**config.mk**
```make
export PLATFORM = sky130hd
export DESIGN_NAME = mul16_seq_ctrl_flat
export DESIGN_NICKNAME = d
export VERILOG_FILES = /design/src/rtl/mul16_seq_ctrl_pkg.sv /design/src/rtl/mul16_seq_ctrl_if.sv /design/src/rtl/mul16_seq_ctrl_core.sv /design/src/rtl/mul16_seq_ctrl.sv /design/src/flat_wrapper.sv
export SDC_FILE = /design/constraint.sdc
export NUM_CORES = 1
export LEC_CHECK = 0
export CAP_MARGIN = 10
export CELL_PAD_IN_SITES_DETAIL_PLACEMENT = 0
export CELL_PAD_IN_SITES_GLOBAL_PLACEMENT = 1
export CORE_ASPECT_RATIO = 1.25
export CORE_MARGIN = 1.5
export CORE_UTILIZATION = 40
export CTS_BUF_LIST = sky130_fd_sc_hd__clkbuf_4
export CTS_CLUSTER_DIAMETER = 60
export CTS_CLUSTER_SIZE = 10
export DETAILED_ROUTE_END_ITERATION = 10
export PLACE_DENSITY = 0.71
export RECOVER_POWER = 100
export SYNTH_ARGS = -nofsm -noshare
export SYNTH_HDL_FRONTEND = slang
export SYNTH_SLANG_ARGS = --single-unit
```
**constraint.sdc**
```tcl
create_clock -name clk -period 9.25 [get_ports clk]
set_input_delay 1.85 -clock clk [delete_from_list [all_inputs] [get_ports clk]]
set_output_delay 1.85 -clock clk [all_outputs]
set_load 0.05 [all_outputs]
```
**src/rtl/mul16_seq_ctrl_pkg.sv**
```systemverilog
// mul_seq_pkg: shared states, widths and step-to-shift lookup for the sequenced 16x16 multiplier.
package mul_seq_pkg;
    localparam int STEP_W = 2;
    localparam int OP_W = 16;
    localparam int CORE_W = 8;
    localparam int ACC_W = 32;
    typedef enum logic [1:0] {IDLE, MUL, DRAIN, DONE} state_e;
    function automatic logic [4:0] step_shift(input logic [STEP_W-1:0] step);
        return step == 2'd0 ? 5'd0 : step == 2'd3 ? 5'd16 : 5'd8;
    endfunction
endpackage

```
**src/rtl/mul16_seq_ctrl_if.sv**
```systemverilog
// mul16_seq_ctrl_if: operand/product valid-ready handshake plus flush and busy.
interface mul16_seq_ctrl_if;
    import mul_seq_pkg::*;
    logic flush;
    logic in_valid;
    logic in_ready;
    logic [OP_W-1:0] a;
    logic [OP_W-1:0] b;
    logic out_valid;
    logic out_ready;
    logic [ACC_W-1:0] product;
    logic busy;
    modport master (
        output flush, in_valid, a, b, out_ready,
        input in_ready, out_valid, product, busy
    );
    modport slave (
        input flush, in_valid, a, b, out_ready,
        output in_ready, out_valid, product, busy
    );
endinterface

```
**src/rtl/mul16_seq_ctrl_core.sv**
```systemverilog
// mul16_seq_ctrl_core: combinational 8x8 unsigned exact multiplier.
module mul16_seq_ctrl_core
    import mul_seq_pkg::*;
(
    input  logic [CORE_W-1:0]   x,
    input  logic [CORE_W-1:0]   y,
    output logic [2*CORE_W-1:0] p
);
    assign p = x * y;
endmodule

```
**src/rtl/mul16_seq_ctrl.sv**
```systemverilog
// mul16_seq_ctrl: 16x16 unsigned multiply built from four LL/LH/HL/HH passes through one 8x8 core.
module mul16_seq_ctrl
    import mul_seq_pkg::*;
#(
    parameter int PIPE_MUL = 0
) (
    input logic clk,
    input logic rst_n,
    mul16_seq_ctrl_if.slave bus
);
    localparam logic [1:0] S_IDLE = IDLE;
    localparam logic [1:0] S_MUL = MUL;
    localparam logic [1:0] S_DRAIN = DRAIN;
    localparam logic [1:0] S_DONE = DONE;
    logic [1:0] state;
    logic [STEP_W-1:0] step;
    logic [ACC_W-1:0] acc;
    logic [OP_W-1:0] a_q, b_q;
    logic [CORE_W-1:0] op_a, op_b;
    logic [2*CORE_W-1:0] pp, pp_q, add_pp;
    logic [4:0] sh_q, add_sh;
    logic pv_q, add_en;
    always_comb begin
        op_a = step[1] ? a_q[15:8] : a_q[7:0];
        op_b = step[0] ? b_q[15:8] : b_q[7:0];
        add_pp = PIPE_MUL != 0 ? pp_q : pp;
        add_sh = PIPE_MUL != 0 ? sh_q : step_shift(step);
        add_en = PIPE_MUL != 0 ? pv_q : state == S_MUL;
    end
    mul16_seq_ctrl_core u_core (
        .x(op_a),
        .y(op_b),
        .p(pp)
    );
    always_ff @(posedge clk or negedge rst_n) begin
        if (!rst_n) begin
            state <= S_IDLE;
            step <= '0;
            acc <= '0;
            a_q <= '0;
            b_q <= '0;
            pp_q <= '0;
            sh_q <= '0;
            pv_q <= 1'b0;
        end else if (bus.flush) begin
            state <= S_IDLE;
            step <= '0;
            acc <= '0;
            pv_q <= 1'b0;
        end else begin
            if (add_en)
                acc <= acc + (ACC_W'(add_pp) << add_sh);
            // the pipe slot captures every issued step; accumulation trails by one edge
            pv_q <= state == S_MUL;
            pp_q <= pp;
            sh_q <= step_shift(step);
            case (state)
                S_IDLE: if (bus.in_valid) begin
                    a_q <= bus.a;
                    b_q <= bus.b;
                    acc <= '0;
                    step <= '0;
                    state <= S_MUL;
                end
                S_MUL: begin
                    step <= step + 2'd1;
                    if (step == 2'd3)
                        state <= PIPE_MUL != 0 ? S_DRAIN : S_DONE;
                end
                S_DRAIN: state <= S_DONE;
                default: if (bus.out_ready) state <= S_IDLE;
            endcase
        end
    end
    assign bus.in_ready = rst_n && state == S_IDLE;
    assign bus.out_valid = state == S_DONE;
    assign bus.product = bus.out_valid ? acc : '0;
    assign bus.busy = state != S_IDLE;
endmodule
```
**src/flat_wrapper.sv**
```systemverilog
// flat-port wrapper written by rule: the top's interface ports become plain ports
module mul16_seq_ctrl_flat import mul_seq_pkg::*;
#(
    parameter int PIPE_MUL = 0
)
  (clk, rst_n, bus_flush, bus_in_valid, bus_a, bus_b, bus_out_ready, bus_in_ready, bus_out_valid, bus_product, bus_busy);
  mul16_seq_ctrl_if bus_i ();
  input logic clk;
  input logic rst_n;
  input wire logic [$bits(bus_i.flush)-1:0] bus_flush;
  input wire logic [$bits(bus_i.in_valid)-1:0] bus_in_valid;
  input wire logic [$bits(bus_i.a)-1:0] bus_a;
  input wire logic [$bits(bus_i.b)-1:0] bus_b;
  input wire logic [$bits(bus_i.out_ready)-1:0] bus_out_ready;
  output wire logic [$bits(bus_i.in_ready)-1:0] bus_in_ready;
  output wire logic [$bits(bus_i.out_valid)-1:0] bus_out_valid;
  output wire logic [$bits(bus_i.product)-1:0] bus_product;
  output wire logic [$bits(bus_i.busy)-1:0] bus_busy;
  assign bus_i.flush = bus_flush;
  assign bus_i.in_valid = bus_in_valid;
  assign bus_i.a = bus_a;
  assign bus_i.b = bus_b;
  assign bus_i.out_ready = bus_out_ready;
  assign bus_in_ready = bus_i.in_ready;
  assign bus_out_valid = bus_i.out_valid;
  assign bus_product = bus_i.product;
  assign bus_busy = bus_i.busy;
  mul16_seq_ctrl #(.PIPE_MUL(PIPE_MUL)) u_core (.clk(clk), .rst_n(rst_n), .bus(bus_i));
endmodule
```
==> results of run 1 <==
==> stage by stage <==
stage / hold WS (ns) / worst slack [ns]
3_5_place_dp: 0.493 / 1.25
2_1_floorplan: 0.479 / 1.95
6_report: 0.516 / 1.08
3_3_place_gp: 0.492 / 1.36
4_1_cts: 0.521 / 1.22
5_1_grt: 0.536 / 0.342
==> worst register-to-register path, delay by kind of cell (launching register included) <==
family / cells / cell delay [ns]
DFF: 1 / 0.69
buffers and inverters: 3 / 0.15
adders and majority gates: 6 / 2.53
AOI/OAI and AO/OA: 7 / 1.96
muxes: 1 / 0.66
xor gates and xnor gates: 1 / 0.22
and+or+nand+nor: 8 / 1.88
==> sequential cells by signal, summed over array words and instances, names as in the netlist <==
name          cells
u_core.b_q       16
u_core.acc       32
u_core.a_q       16
u_core.step       2
u_core.state      2
==> cell usage in the layout, fill, tap and decap left out, types with 22 or more instances in the layout <==
master	count
inv_1	65
and2_1	37
mux2i_1	36
mux2_2	32
xnor2_1	22
dfrtp_1	68
nand2_1	36
fa_1	37
a21oi_1	34
nor2_1	113
clkdlybuf4s50_1	33
ha_1	72
dlygate4sd3_1	37
==> area by class of cell <==
class	instances	area share (%)
inverters	65	3.04
clock buffers	9	0.841
flip-flops and latches	68	21.2
diodes	1	0.0311
repair buffers	78	9.34
multi-input cells	619	61.4
well taps	220	3.42
clock inverters	7	0.747
==> routing by layer <==
layer / global-route usage [%] / vias to the layer above / wire length (microns)
li1: - / 2814 / -
met1: 23.5 / 2703 / 7460
met2: 36.5 / 104 / 8970
met3: 3.01 / 19 / 438
met4: 5.29 / 0 / 262
met5: 0 / - / 0
==> kinds of logic after synthesis <==
logic type      Yosys count
flops                    68
compound gates          133
fa+ha+maj               109
xor+xnor                 35
buf+inv                  88
mux                      68
simple gates            274
==> final timing paths <==
check | slack [ns] | start | end | cells after the start
min in group asynchronous | 2.78 | rst_n | u_core.acc[27] | 2
min reg2reg | 0.52 | u_core.b_q[12] | u_core.b_q[12] | 1
max reg2reg | 1.08 | u_core.step[1] | u_core.acc[26] | 26
max in group asynchronous | 4.32 | rst_n | u_core.b_q[11] | 2
min | 0.52 | u_core.b_q[12] | u_core.b_q[12] | 1
max | 1.08 | u_core.step[1] | u_core.acc[26] | 26
==> flow_summary_export.csv, run 1 <==
group,metric,value,unit
final_layout,stdcell_area,8040,sq um
global_routing,grt_pass1_vias,5734,
logic_synthesis,ys_top_cells_by_count,"113 x nor2_1, 72 x ha_1, 68 x dfrtp_1, 65 x inv_1, 39 x and2_1",
clock_tree,cts_buffer_depth,2,
die,die_h,151,microns
outcome,violations,"capacitance limit, slew limit",
place,post-place-cells,1050,
place,dpl.hpwl,13.7,mm
timing,setup_violations,0,
die,ioPinCount,72,
drt,drc,0,
logic_synthesis,yosys_register_bits,68,
final_layout,fin_cells,1067,
drt,ant_nets,0,
clock_tree,clkSinkCount,68,
logic_synthesis,synth_top_flop_cell,"dfrtp_1",
setup_path,endpoint_kind,"flop",
clock_tree,post_cts_buffers,0,
clock_tree,cts.clk_slew.worst_paths,0.14,ns
drt,routed_via_density,5.29,
flow_run,drv_cap,2,
final_layout,n_fill_cell,1688,
drt,wl_per_cell,16.1,microns
timing,finalCriticalPeriod,8.17,ns
final_layout,nets,987,
clock_tree,cts_tree,"yes",
final_layout,multi_input_area,4940,sq um
die,die_w,121,microns
logic_synthesis,yosysSeqAreaShare,24.3,%
global_routing,track_usage,19.7,%
die,core-area,17000,sq um
logic_synthesis,synth_edf_count,0,
logic_synthesis,synth_largest_area_cell,"dfrtp_1",
final_layout,final_util,47.3,%
outcome,run_status,"finished, violations left",
logic_synthesis,synthSimpleGateAreaFrac,19.1,%
logic_synthesis,synth_xor_area_share,4.38,%
setup_path,path_buf_inv,3,
logic_synthesis,synthCells,775,
logic_synthesis,synthMuxAreaShare,10.3,%
timing,rsz0062_at_grt,"no",
hold_path,holdCritPathClass,"flop to flop",
drt,vias,5640,
logic_synthesis,synth_top_family_by_area,"adder cells",
final_layout,drive_above_1_share,9.10,%
place,io_buffers,71,
setup_path,crit_type,"flop to flop",
logic_synthesis,synth_warnings,0,
global_routing,antenna_found_initial,1,
global_routing,overflow,0,
clock_tree,clockRootBuffer,"clkbuf_4",
clock_tree,ctsHoldBuffers,0,
setup_path,cp.arrival,8.55,ns
clock_tree,clock_latency,0.46,ns
timing,max_slew_margin,-154,%
setup_path,cpMostUsedCell,"fa_1",
setup_path,startpoint_type,"flop",
global_routing,grt_pass1_wl,28.5,mm
setup_path,crit_path_top_delay_cell,"dfrtp_1",
timing,setup_tns,0,ns
timing,final_max_slew_viol_count,103,
setup_path,cp.required,9.63,ns
die,rows,53,
global_routing,grt_max_degree,70,
setup_path,critical-path-max-stage-delay,0.69,ns
die,initial_core_util,41.2,%
timing,max_freq,0.122,GHz
drt,drt_iter0_markers,214,
place,routabilityCongestion,0.944,
clock_tree,post_cts_resized,0,
final_layout,synthToLayoutAreaGrowth,14.9,%
timing,fin_crit_sh,88.3,%
setup_path,cp_top_family,"adder cells",
logic_synthesis,synth_top_cell_area_share,24.3,%
logic_synthesis,async_flop_share,100,%
final_layout,seqCellArea,1700,sq um
logic_synthesis,synth_adder_area_share,23.5,%
timing,worstMarginPinSlew,3.80,ns
drt,totalWireLength,17.1,mm
timing,hold_viol,0,
clock_tree,cts_inserted_buffers,9,
logic_synthesis,synth_nets,921,
clock_tree,h-tree-depth,3,
logic_synthesis,synth-compound-area-share,13.7,%
place,place_area,7940,sq um
drt,dr.pass1.iters,4,
setup_path,path_max_fanout,10,
die,dieArea,18300,sq um
timing,clock_skew,0.0233,ns
logic_synthesis,yosysMostFrequentCell,"nor2_1",
logic_synthesis,avgSynthCellArea,9.03,sq um
logic_synthesis,synth_cell_types,64,
logic_synthesis,synthTopCellsByArea,"dfrtp_1 24%, ha_1 13%, fa_1 11%",
logic_synthesis,netlist_area,7000,sq um
Power of run 1 is not shown: default switching activity piles up to over one toggle a cycle in this logic, so the estimate is an artifact.
==> run 2, diff against run 1 <==
--- a/config.mk
+++ b/config.mk
@@ -12,11 +12,12 @@
 export CORE_MARGIN = 1.5
 export CORE_UTILIZATION = 40
 export CTS_BUF_LIST = sky130_fd_sc_hd__clkbuf_4
-export CTS_CLUSTER_DIAMETER = 60
+export CTS_CLUSTER_DIAMETER = 100
 export CTS_CLUSTER_SIZE = 10
 export DETAILED_ROUTE_END_ITERATION = 10
 export PLACE_DENSITY = 0.71
 export RECOVER_POWER = 100
+export SETUP_SLACK_MARGIN = 0.1
 export SYNTH_ARGS = -nofsm -noshare
 export SYNTH_HDL_FRONTEND = slang
 export SYNTH_SLANG_ARGS = --single-unit
==> results of run 2 <==
The final DEF is identical to that of run 1; final timing and power are the same.
Power of run 2 is left out for the same reason.
